$ cat src/rtl/xoroshiro_arbiter_if.sv
// xoroshiro_arbiter_if: consumer-side bundle of the shared PRNG arbiter.
//
// Handshake rules:
//   seed      : a seed transfers on a rising clock edge where seed_valid and
//               seed_ready are both high; the offerer holds seed_valid/seed
//               stable until that edge.
//   req/gnt   : req is a level per requester; every cycle gnt is high for a
//               requester counts as one number owed to it.
//   rnd_valid : one-cycle pulse, no backpressure, one cycle after gnt;
//               rnd_data is meaningful only while rnd_valid is high.
interface xoroshiro_arbiter_if #(
    parameter int N_REQ = 4
);
    logic               seed_valid;
    logic               seed_ready;
    logic [127:0]       seed;
    logic [N_REQ-1:0]   req;
    logic [N_REQ-1:0]   gnt;
    logic [N_REQ-1:0]   rnd_valid;
    logic [63:0]        rnd_data;
    logic               rdy;

    modport master (
        output seed_valid, seed, req,
        input  seed_ready, gnt, rnd_valid, rnd_data, rdy
    );

    modport slave (
        input  seed_valid, seed, req,
        output seed_ready, gnt, rnd_valid, rnd_data, rdy
    );
endinterface

$ cat src/rtl/xoroshiro_arbiter.sv
// xoroshiro_arbiter: seeds one xoroshiro128plus core and shares its output
// among N_REQ requesters with a round-robin arbiter, one number per grant.
// Optional warm-up discard phase is compiled in with XORO_ARB_WARMUP_EN.
// dbg_state exposes the FSM state for observation.
module xoroshiro_arbiter #(
    parameter int N_REQ  = 4,
    parameter int WARMUP = 16
) (
    input  logic            clk,
    input  logic            rst_n,
    xoroshiro_arbiter_if.slave bus,
    output logic            core_load,
    output logic            core_en,
    output logic [127:0]    core_seed,
    input  logic [63:0]     core_out,
    output logic [1:0]      dbg_state
);
    localparam int PW = (N_REQ > 1) ? $clog2(N_REQ) : 1;

    typedef enum logic [1:0] {
        S_IDLE   = 2'd0,
        S_SEED   = 2'd1,
`ifdef XORO_ARB_WARMUP_EN
        S_WARMUP = 2'd2,
`endif
        S_READY  = 2'd3
    } state_t;

    state_t             r_state;
    state_t             w_state_next;
    logic [PW-1:0]      r_ptr;
    logic [PW-1:0]      w_ptr_next;
    logic [N_REQ-1:0]   w_gnt;
    logic [N_REQ-1:0]   r_rnd_valid;
    logic [63:0]        r_rnd_data;
    logic [127:0]       r_core_seed;
    logic               w_seed_ready;
    logic               w_seed_acc;
    logic               w_arb_en;
    logic               w_found;
    logic [PW-1:0]      w_win;
    logic [PW-1:0]      w_idx;
    logic [PW:0]        w_sum;

`ifdef XORO_ARB_WARMUP_EN
    localparam logic [7:0] WARMUP_LEN = 8'(WARMUP);
    logic [7:0]         r_wcnt;
    logic [7:0]         w_wcnt_next;
`else
    // WARMUP has no effect in this build.
    wire [7:0]          w_unused_warmup = 8'(WARMUP);
`endif

    // A seed offer in READY wins over arbitration for that cycle.
    assign w_seed_acc = bus.seed_valid && w_seed_ready;
    assign w_arb_en   = (r_state == S_READY) && !bus.seed_valid;

    // Round-robin search: first requester at or after r_ptr, wrapping.
    always_comb begin
        w_gnt   = '0;
        w_found = 1'b0;
        w_win   = '0;
        w_idx   = '0;
        w_sum   = '0;
        for (int i = 0; i < N_REQ; i++) begin
            w_sum = {1'b0, r_ptr} + (PW+1)'(i);
            if (w_sum >= (PW+1)'(N_REQ)) begin
                w_sum = w_sum - (PW+1)'(N_REQ);
            end
            w_idx = w_sum[PW-1:0];
            if (w_arb_en && !w_found && bus.req[w_idx]) begin
                w_found      = 1'b1;
                w_win        = w_idx;
                w_gnt[w_idx] = 1'b1;
            end
        end
    end

    // Pointer moves past the winner; held when nobody is granted.
    always_comb begin
        w_ptr_next = r_ptr;
        if (w_found) begin
            w_ptr_next = (w_win == PW'(N_REQ - 1)) ? '0 : w_win + 1'b1;
        end
    end

    // Next-state and combinational core controls.
    always_comb begin
        w_state_next = r_state;
        core_load    = 1'b0;
        core_en      = |w_gnt;
        w_seed_ready = 1'b0;
`ifdef XORO_ARB_WARMUP_EN
        w_wcnt_next  = r_wcnt;
`endif
        unique case (r_state)
            S_IDLE: begin
                w_seed_ready = 1'b1;
                if (bus.seed_valid) w_state_next = S_SEED;
            end
            S_SEED: begin
                core_load = 1'b1;
`ifdef XORO_ARB_WARMUP_EN
                if (WARMUP_LEN != 8'd0) begin
                    w_state_next = S_WARMUP;
                    w_wcnt_next  = WARMUP_LEN;
                end else begin
                    w_state_next = S_READY;
                end
`else
                w_state_next = S_READY;
`endif
            end
`ifdef XORO_ARB_WARMUP_EN
            S_WARMUP: begin
                core_en     = 1'b1;
                w_wcnt_next = r_wcnt - 8'd1;
                if (r_wcnt == 8'd1) w_state_next = S_READY;
            end
`endif
            S_READY: begin
                w_seed_ready = 1'b1;
                if (bus.seed_valid) w_state_next = S_SEED;
            end
            default: begin
                w_state_next = S_IDLE;
            end
        endcase
    end

    // State, pointer, seed capture and delivery registers.
    always_ff @(posedge clk or negedge rst_n) begin
        if (!rst_n) begin
            r_state     <= S_IDLE;
            r_ptr       <= '0;
            r_rnd_valid <= '0;
            r_rnd_data  <= '0;
            r_core_seed <= '0;
        end else begin
            r_state     <= w_state_next;
            r_ptr       <= w_ptr_next;
            r_rnd_valid <= w_gnt;
            if (|w_gnt) r_rnd_data <= core_out;
            if (w_seed_acc) r_core_seed <= bus.seed;
        end
    end

`ifdef XORO_ARB_WARMUP_EN
    // Warm-up down-counter.
    always_ff @(posedge clk or negedge rst_n) begin
        if (!rst_n) begin
            r_wcnt <= 8'd0;
        end else begin
            r_wcnt <= w_wcnt_next;
        end
    end
`endif

    assign bus.seed_ready = w_seed_ready;
    assign bus.gnt        = w_gnt;
    assign bus.rnd_valid  = r_rnd_valid;
    assign bus.rnd_data   = r_rnd_data;
    assign bus.rdy        = (r_state == S_READY);
    assign core_seed      = r_core_seed;
    assign dbg_state      = r_state;

endmodule
$ cat src/flat_wrapper.sv
// flat-port wrapper written by rule: the top's interface ports become plain ports
module xoroshiro_arbiter_flat 
#(
    parameter int N_REQ  = 4,
    parameter int WARMUP = 16
)
  (clk, rst_n, core_load, core_en, core_seed, core_out, dbg_state, bus_seed_valid, bus_seed, bus_req, bus_seed_ready, bus_gnt, bus_rnd_valid, bus_rnd_data, bus_rdy);
  xoroshiro_arbiter_if #(.N_REQ(N_REQ)) bus_i ();
  input  logic clk;
  input  logic rst_n;
  output logic core_load;
  output logic core_en;
  output logic [127:0] core_seed;
  input  logic [63:0] core_out;
  output logic [1:0] dbg_state;
  input wire logic [$bits(bus_i.seed_valid)-1:0] bus_seed_valid;
  input wire logic [$bits(bus_i.seed)-1:0] bus_seed;
  input wire logic [$bits(bus_i.req)-1:0] bus_req;
  output wire logic [$bits(bus_i.seed_ready)-1:0] bus_seed_ready;
  output wire logic [$bits(bus_i.gnt)-1:0] bus_gnt;
  output wire logic [$bits(bus_i.rnd_valid)-1:0] bus_rnd_valid;
  output wire logic [$bits(bus_i.rnd_data)-1:0] bus_rnd_data;
  output wire logic [$bits(bus_i.rdy)-1:0] bus_rdy;
  assign bus_i.seed_valid = bus_seed_valid;
  assign bus_i.seed = bus_seed;
  assign bus_i.req = bus_req;
  assign bus_seed_ready = bus_i.seed_ready;
  assign bus_gnt = bus_i.gnt;
  assign bus_rnd_valid = bus_i.rnd_valid;
  assign bus_rnd_data = bus_i.rnd_data;
  assign bus_rdy = bus_i.rdy;
  xoroshiro_arbiter #(.N_REQ(N_REQ), .WARMUP(WARMUP)) u_core (.clk(clk), .rst_n(rst_n), .bus(bus_i), .core_load(core_load), .core_en(core_en), .core_seed(core_seed), .core_out(core_out), .dbg_state(dbg_state));
endmodule
$ cat config.mk
export PLATFORM = sky130hd
export DESIGN_NAME = xoroshiro_arbiter_flat
export DESIGN_NICKNAME = d
export VERILOG_FILES = /design/src/rtl/xoroshiro_arbiter_if.sv /design/src/rtl/xoroshiro_arbiter.sv /design/src/flat_wrapper.sv
export SDC_FILE = /design/constraint.sdc
export NUM_CORES = 1
export LEC_CHECK = 0
export ABC_AREA = 1
export ABC_CLOCK_PERIOD_IN_PS = 2700
export CORE_AREA = 2 2 158 160
export CTS_BUF_LIST = sky130_fd_sc_hd__clkbuf_16
export CTS_CLUSTER_DIAMETER = 50
export DETAILED_ROUTE_END_ITERATION = 8
export DIE_AREA = 0 0 160 162
export GPL_TIMING_DRIVEN = 0
export PLACE_DENSITY = 0.79
export SLEW_MARGIN = 25
export SYNTH_ARGS = -nofsm -noshare
export SYNTH_HDL_FRONTEND = slang
export SYNTH_SLANG_ARGS = --single-unit
$ cat constraint.sdc
create_clock -name clk -period 2.7 [get_ports clk]
set_input_delay 0.54 -clock clk [delete_from_list [all_inputs] [get_ports clk]]
set_output_delay 0.54 -clock clk [all_outputs]
set_load 0.01 [all_outputs]
-- Word level (Yosys, flattened, before mapping)
Index checks and enable logic that the tools add are counted.
- register bits after elaboration: 200
- bits in latches: 0
- bits in writable memories: 0
- memory bits (read-only): 0
- word-level logic and storage cells: 89
- memories kept: 0
- add/sub/neg operators: 8
- $mul: 0
- div/mod/pow operators: 0
- magnitude comparators: 12
- equality and inequality tests: 4
- shift operators: 0
- mux-type cells: 37
- bitwise gates (word level): 3
- reductions and logical operators: 20
- operators with widths (kind ; count):
    2-bit two-way mux ; 10
    4-bit two-way mux ; 4
    1-bit two-way mux ; 14
    1-bit logical AND ; 13
    2-bit by 3-bit < comparator with 1-bit output, second input constant ; 4
    4-bit bitwise OR ; 3
    3-bit greater-or-equal comparator, second input constant ; 3
    1-bit binary-select mux with 2-bit select ; 4
    1-bit demux with 2-bit select ; 4
    2-bit by 1-bit greater-or-equal comparator with 1-bit output, second input constant ; 4
    2-bit by 1-bit subtractor with 2-bit output, second input constant ; 4
    2-bit by 2-bit adder with 3-bit output, second input constant ; 2
    2-bit equality test, second input constant ; 2
    1-bit zero test ; 4
    2-bit case mux with 2 select lines ; 1
    4-bit OR reduction ; 1
    2-bit by 1-bit adder with 3-bit output, second input constant ; 1
    2-bit by 3-bit greater-or-equal comparator with 1-bit output, second input constant ; 1
    2-bit by 1-bit adder with 2-bit output, second input constant ; 1
    2-bit by 1-bit equality test with 1-bit output, second input constant ; 1
    2-bit zero test ; 1
    2-bit by 1-bit != test with 1-bit output, second input constant ; 1
    2-bit OR reduction ; 1

-- Longest topological paths before layout
- depth after elaboration: 20
- mapped depth: 16
- depth with buffers taken out: 14

-- Least setup slack after synthesis
Ideal clock, no wire load.
- path kind: flip-flop to output port
- start point: register u_core.r_ptr[0]
- end point: output core_en
- data arrival time: 2.064 ns
- slack: 0.096 ns
- cell stages (with the launch flop): 13
- cells stage by stage: dfrtp_1 inv_2 ha_1 inv_1 nand3_2 nand2_2 nand4_2 nor2_4 nand2_1 nand2_2 nor2_4 nand2_4 buf_2
- longest elaborated chain between the ends: 19
- elaborated cells on any way between the ends: 64
- classes of those cells: 7 x add/sub; 12 x order compare; 27 x mux; 3 x bitwise; 15 x reduce/logical
- RTL lines (what ; line ; source):
    start, declared ; xoroshiro_arbiter.sv:31 ; logic [PW-1:0] r_ptr;
    start signal, assigned ; xoroshiro_arbiter.sv:141 ; r_ptr <= w_ptr_next;
    parallel branches: the longest is 17 deep, another holds 2-bit by 1-bit adder with 3-bit output ; - ;
    4-bit two-way mux * ; xoroshiro_arbiter.sv:71 ; if (w_arb_en && !w_found && bus.req[w_idx]) begin
    net bus_gnt[0] ; flat_wrapper.sv:20 ; output wire logic [$bits(bus_i.gnt)-1:0] bus_gnt;
    4-bit OR reduction * ; xoroshiro_arbiter.sv:91 ; core_en = |w_gnt;
    end, declared ; flat_wrapper.sv:12 ; output logic core_en;
Mark *: on every way through the listed nets, which the timed path passes. The select of a mux whose other input is x is not followed.

-- Worst setup path after layout
- start point: register u_core.r_ptr[0]
- end point: output core_en
- longest elaborated chain between the ends: 19
- elaborated cells on any way between the ends: 64
- classes of those cells: 7 x add/sub; 12 x order compare; 27 x mux; 3 x bitwise; 15 x reduce/logical
- RTL lines (what ; line):
    parallel branches: the longest is 17 deep, another holds 2-bit by 1-bit adder with 3-bit output ; -
    4-bit two-way mux * ; xoroshiro_arbiter.sv:71
    4-bit OR reduction * ; xoroshiro_arbiter.sv:91
Every way passes the cells marked *. The select of a mux whose other input is x is not followed.

==> results.yml <==
sta:
  worst_pin_slew_ns: 0.598
  clock.fmax_mhz: 362
  final-max-slew-violation-count: 0
  rsz0062_at_grt: "true"
  min_period_over_period_pct: 102
  slew_headroom_pct: 60.1
  min_period_ns: 2.76
  skew_ns: 0.0183
  setup_ws_ns: -0.0605
  setup_violations: 1
  finalHoldViolCount: 0
  setup_tns_ns: -0.0605
power_and_ir_drop:
  p_leak_nw: 5.97
  switching_share_pct: 37.0
  share_comb_of_total_power_pct: 54.8
  power_density_nw_per_um2: 1300
  p_clk_share_pct: 14.9
  p_sw_w: 0.00651
  pwr-share-seq_pct: 30.4
  ir_drop_v: 0.000616
  p_int_w: 0.0111
setup_path:
  r2r-start: "u_core.r_ptr[0]"
  start_kind: "flop"
  endpoint_kind: "output port"
  reg2reg_to: "u_core.bus.rnd_data[30]"
  r2r_cells: 18
  cp.arrival_ns: 2.22
  timing_worst_setup_path_type: "flop to output port"
  regToRegSetupSlack_ns: 0.17
  worst_ep_required_time_ns: 2.16
  path_max_fanout: 5
drt:
  wl_per_cell_um: 17.1
  ant_nets: 0
  drt_iter0_drc: 339
  drt_first_pass_iters: 4
  route.detailed.drc: 0
  via_per_inst: 4.63
  wl_mm: 24.7
  vias: 6708
layout:
  final_common_cell: "clkdlybuf4s50_1"
  layout_common_cells: "clkdlybuf4s50_1 (398), dfrtp_1 (197), nand2_1 (151)"
  design_area_um2: 13500
  stdcell_count: 1449
  fill_cells: 2010
  drive_above_1_share_pct: 23.1
  area_growth_pct: 65.9
  fin_util_pct: 56.2
  nets: 1322
  antenna_cells: 0
clocking:
  numCtsBuffers: 17
  cts_sinks: 200
  htree_num_levels: 4
  clk_path_buf_depth: 2
  clock_latency_ns: 0.43
  clk_pin_slew_ns: 0.07
  cts_tree: "done"
  cts_root_buffer: "clkbuf_16"
synth:
  yosysSeqAreaShare_pct: 61.3
  yosysWarningCount: 0
  synth_cells: 669
  syn_nets: 878
  synth_cell_types: 26
  synth.cell_area_um2: 8160
  synth_edf_count: 0
  ys_ff_latch: 200
  synth_flop_cell: "dfrtp_1"
  synth-async-reset-ratio_pct: 100
  synth.avg_cell_area_um2: 12.2
placement:
  place_area_um2: 12700
  post-place-ws_ns: -0.779
  gp_congestion: 0.811
  dp.cells: 1399
  io_buffers: 404
  hpwl_mm: 18.8
global_route:
  grt_max_degree: 91
  met2_usage_pct: 32.7
  grt_pass1_wl_mm: 38.5
  use_met1_pct: 22.2
  grt.busiest_layer: "met2"
  track_usage_pct: 18.8
  grt_overflow: 0
  antenna_found_initial: 0
  met3_usage_pct: 6.51
  grt_pass1_vias: 7125
min_path:
  min_to: "u_core.core_seed[102]"
  holdCritPathClass: "flop to flop"
  hold-path-cell-count: 1
  min_from: "u_core.core_seed[102]"
run_status:
  status: "complete, but fails checks"
  violations: "setup timing"
floorplan:
  die-area_um2: 25900
  row_count: 57
  die_w_um: 160
  core_region_area_um2: 24100
  dieHeight_um: 162
  ios: 405
  start_util_pct: 33.9
job:
  cap_violations: 0
-- through the flow --
stage	total power, W	hold WS [ns]
3_3_place_gp	0.0144	0.486
3_5_place_dp	0.0147	0.419
5_1_grt	0.0188	0.519
2_1_floorplan	0.00998	0.244
4_1_cts	0.0176	0.510
6_report	0.0176	0.506
-- cell usage after synthesis, types with 3 or more instances --
library cell,n,share of area (%)
dfrtp_1,200,61
nand2_1,153,7.0
mux2_2,128,18
nand3_1,78,4.8
nand2_2,19,1.5
clkbuf_1,14,0.64
inv_1,12,0.55
nor2_1,12,0.55
ha_1,10,1.5
buf_2,6,0.37
nand3_2,6,0.74
buf_4,5,0.46
buf_6,5,0.69
inv_2,3,0.14
nor2_4,3,0.41
o21ai_0,3,0.18
-- critical path: stages, from the launching register on --
cell,delay [ns]
dfrtp_2,0.44
inv_4,0.08
ha_4,0.23
inv_4,0.08
nand3_4,0.11
nand2_4,0.10
nor2_4,0.06
nand3_2,0.05
nand2_1,0.06
nor2_1,0.15
nand2_2,0.10
nor2_4,0.14
nand2_4,0.07
buf_6,0.12
-- power by group through the flow --
stage / clock network (W) / registers [W] / logic [W]
after floorplan: 0 / 0.00605 / 0.00393
after global placement: 0 / 0.00535 / 0.00903
after detailed placement: 0 / 0.00543 / 0.00925
after CTS: 0.00270 / 0.00535 / 0.00960
after global routing: 0.00282 / 0.00552 / 0.0104
final: 0.00262 / 0.00535 / 0.00965
-- logic make-up (layout without fill, tap and decap cells) --
family	after synthesis	after routing	share of synthesized area, %
AOI/OAI and AO/OA	5	5	0.306
and+or+nand+nor	276	276	15.5
adders and majority gates	10	10	1.53
muxes	128	128	17.7
DFF	200	200	61.3
buffers and inverters	50	506	3.71
-- flip-flops by register name, summed over array words and instances (netlist names) --
signal / flops
u_core.bus.rnd_data: 64
u_core.core_seed: 128
u_core.dbg_state: 2
u_core.bus.rnd_valid: 4
u_core.r_ptr: 2
-- worst max-delay path by stage --
stage / from / end / slack [ns] / cells after the start
after detailed placement: bus_seed_valid / core_en / -0.78 / 14
after floorplan: u_core.r_ptr[0] / core_en / 0.1 / 12
after CTS: u_core.r_ptr[0] / core_en / -0.0008 / 13
final: u_core.r_ptr[0] / core_en / -0.06 / 13
after global routing: u_core.r_ptr[0] / core_en / -0.18 / 13
after global placement: rst_n / u_core.core_seed[45] / -7.34 / 1
-- layer usage --
metal  vias up  wire length, µm
met4         0              465
li1       3114                -
met1      3269             9760
met5         -                0
met3        29             2080
met2       296            12400
-- what timing repair did --
action                                 4_1_cts  5_1_grt
setup endpoints to repair                   23       55
hold buffers                                 1        0
setup buffers                               13        6
endpoints found under the hold margin       34        0
pin swaps                                   12       17
resized for setup                           37       26
-- cell type report --
class / instances / area (µm²) / area share [%]
inverters: 15 / 66.3 / 0.490
well taps: 324 / 405 / 2.99
plain buffers: 34 / 246 / 1.82
repair buffers: 426 / 4260 / 31.4
flip-flops and latches: 200 / 5010 / 37.0
clock inverters: 14 / 174 / 1.28
multi-input cells: 419 / 2960 / 21.9
clock buffers: 17 / 425 / 3.14
Note: power is estimated with default switching activity, not from simulation.
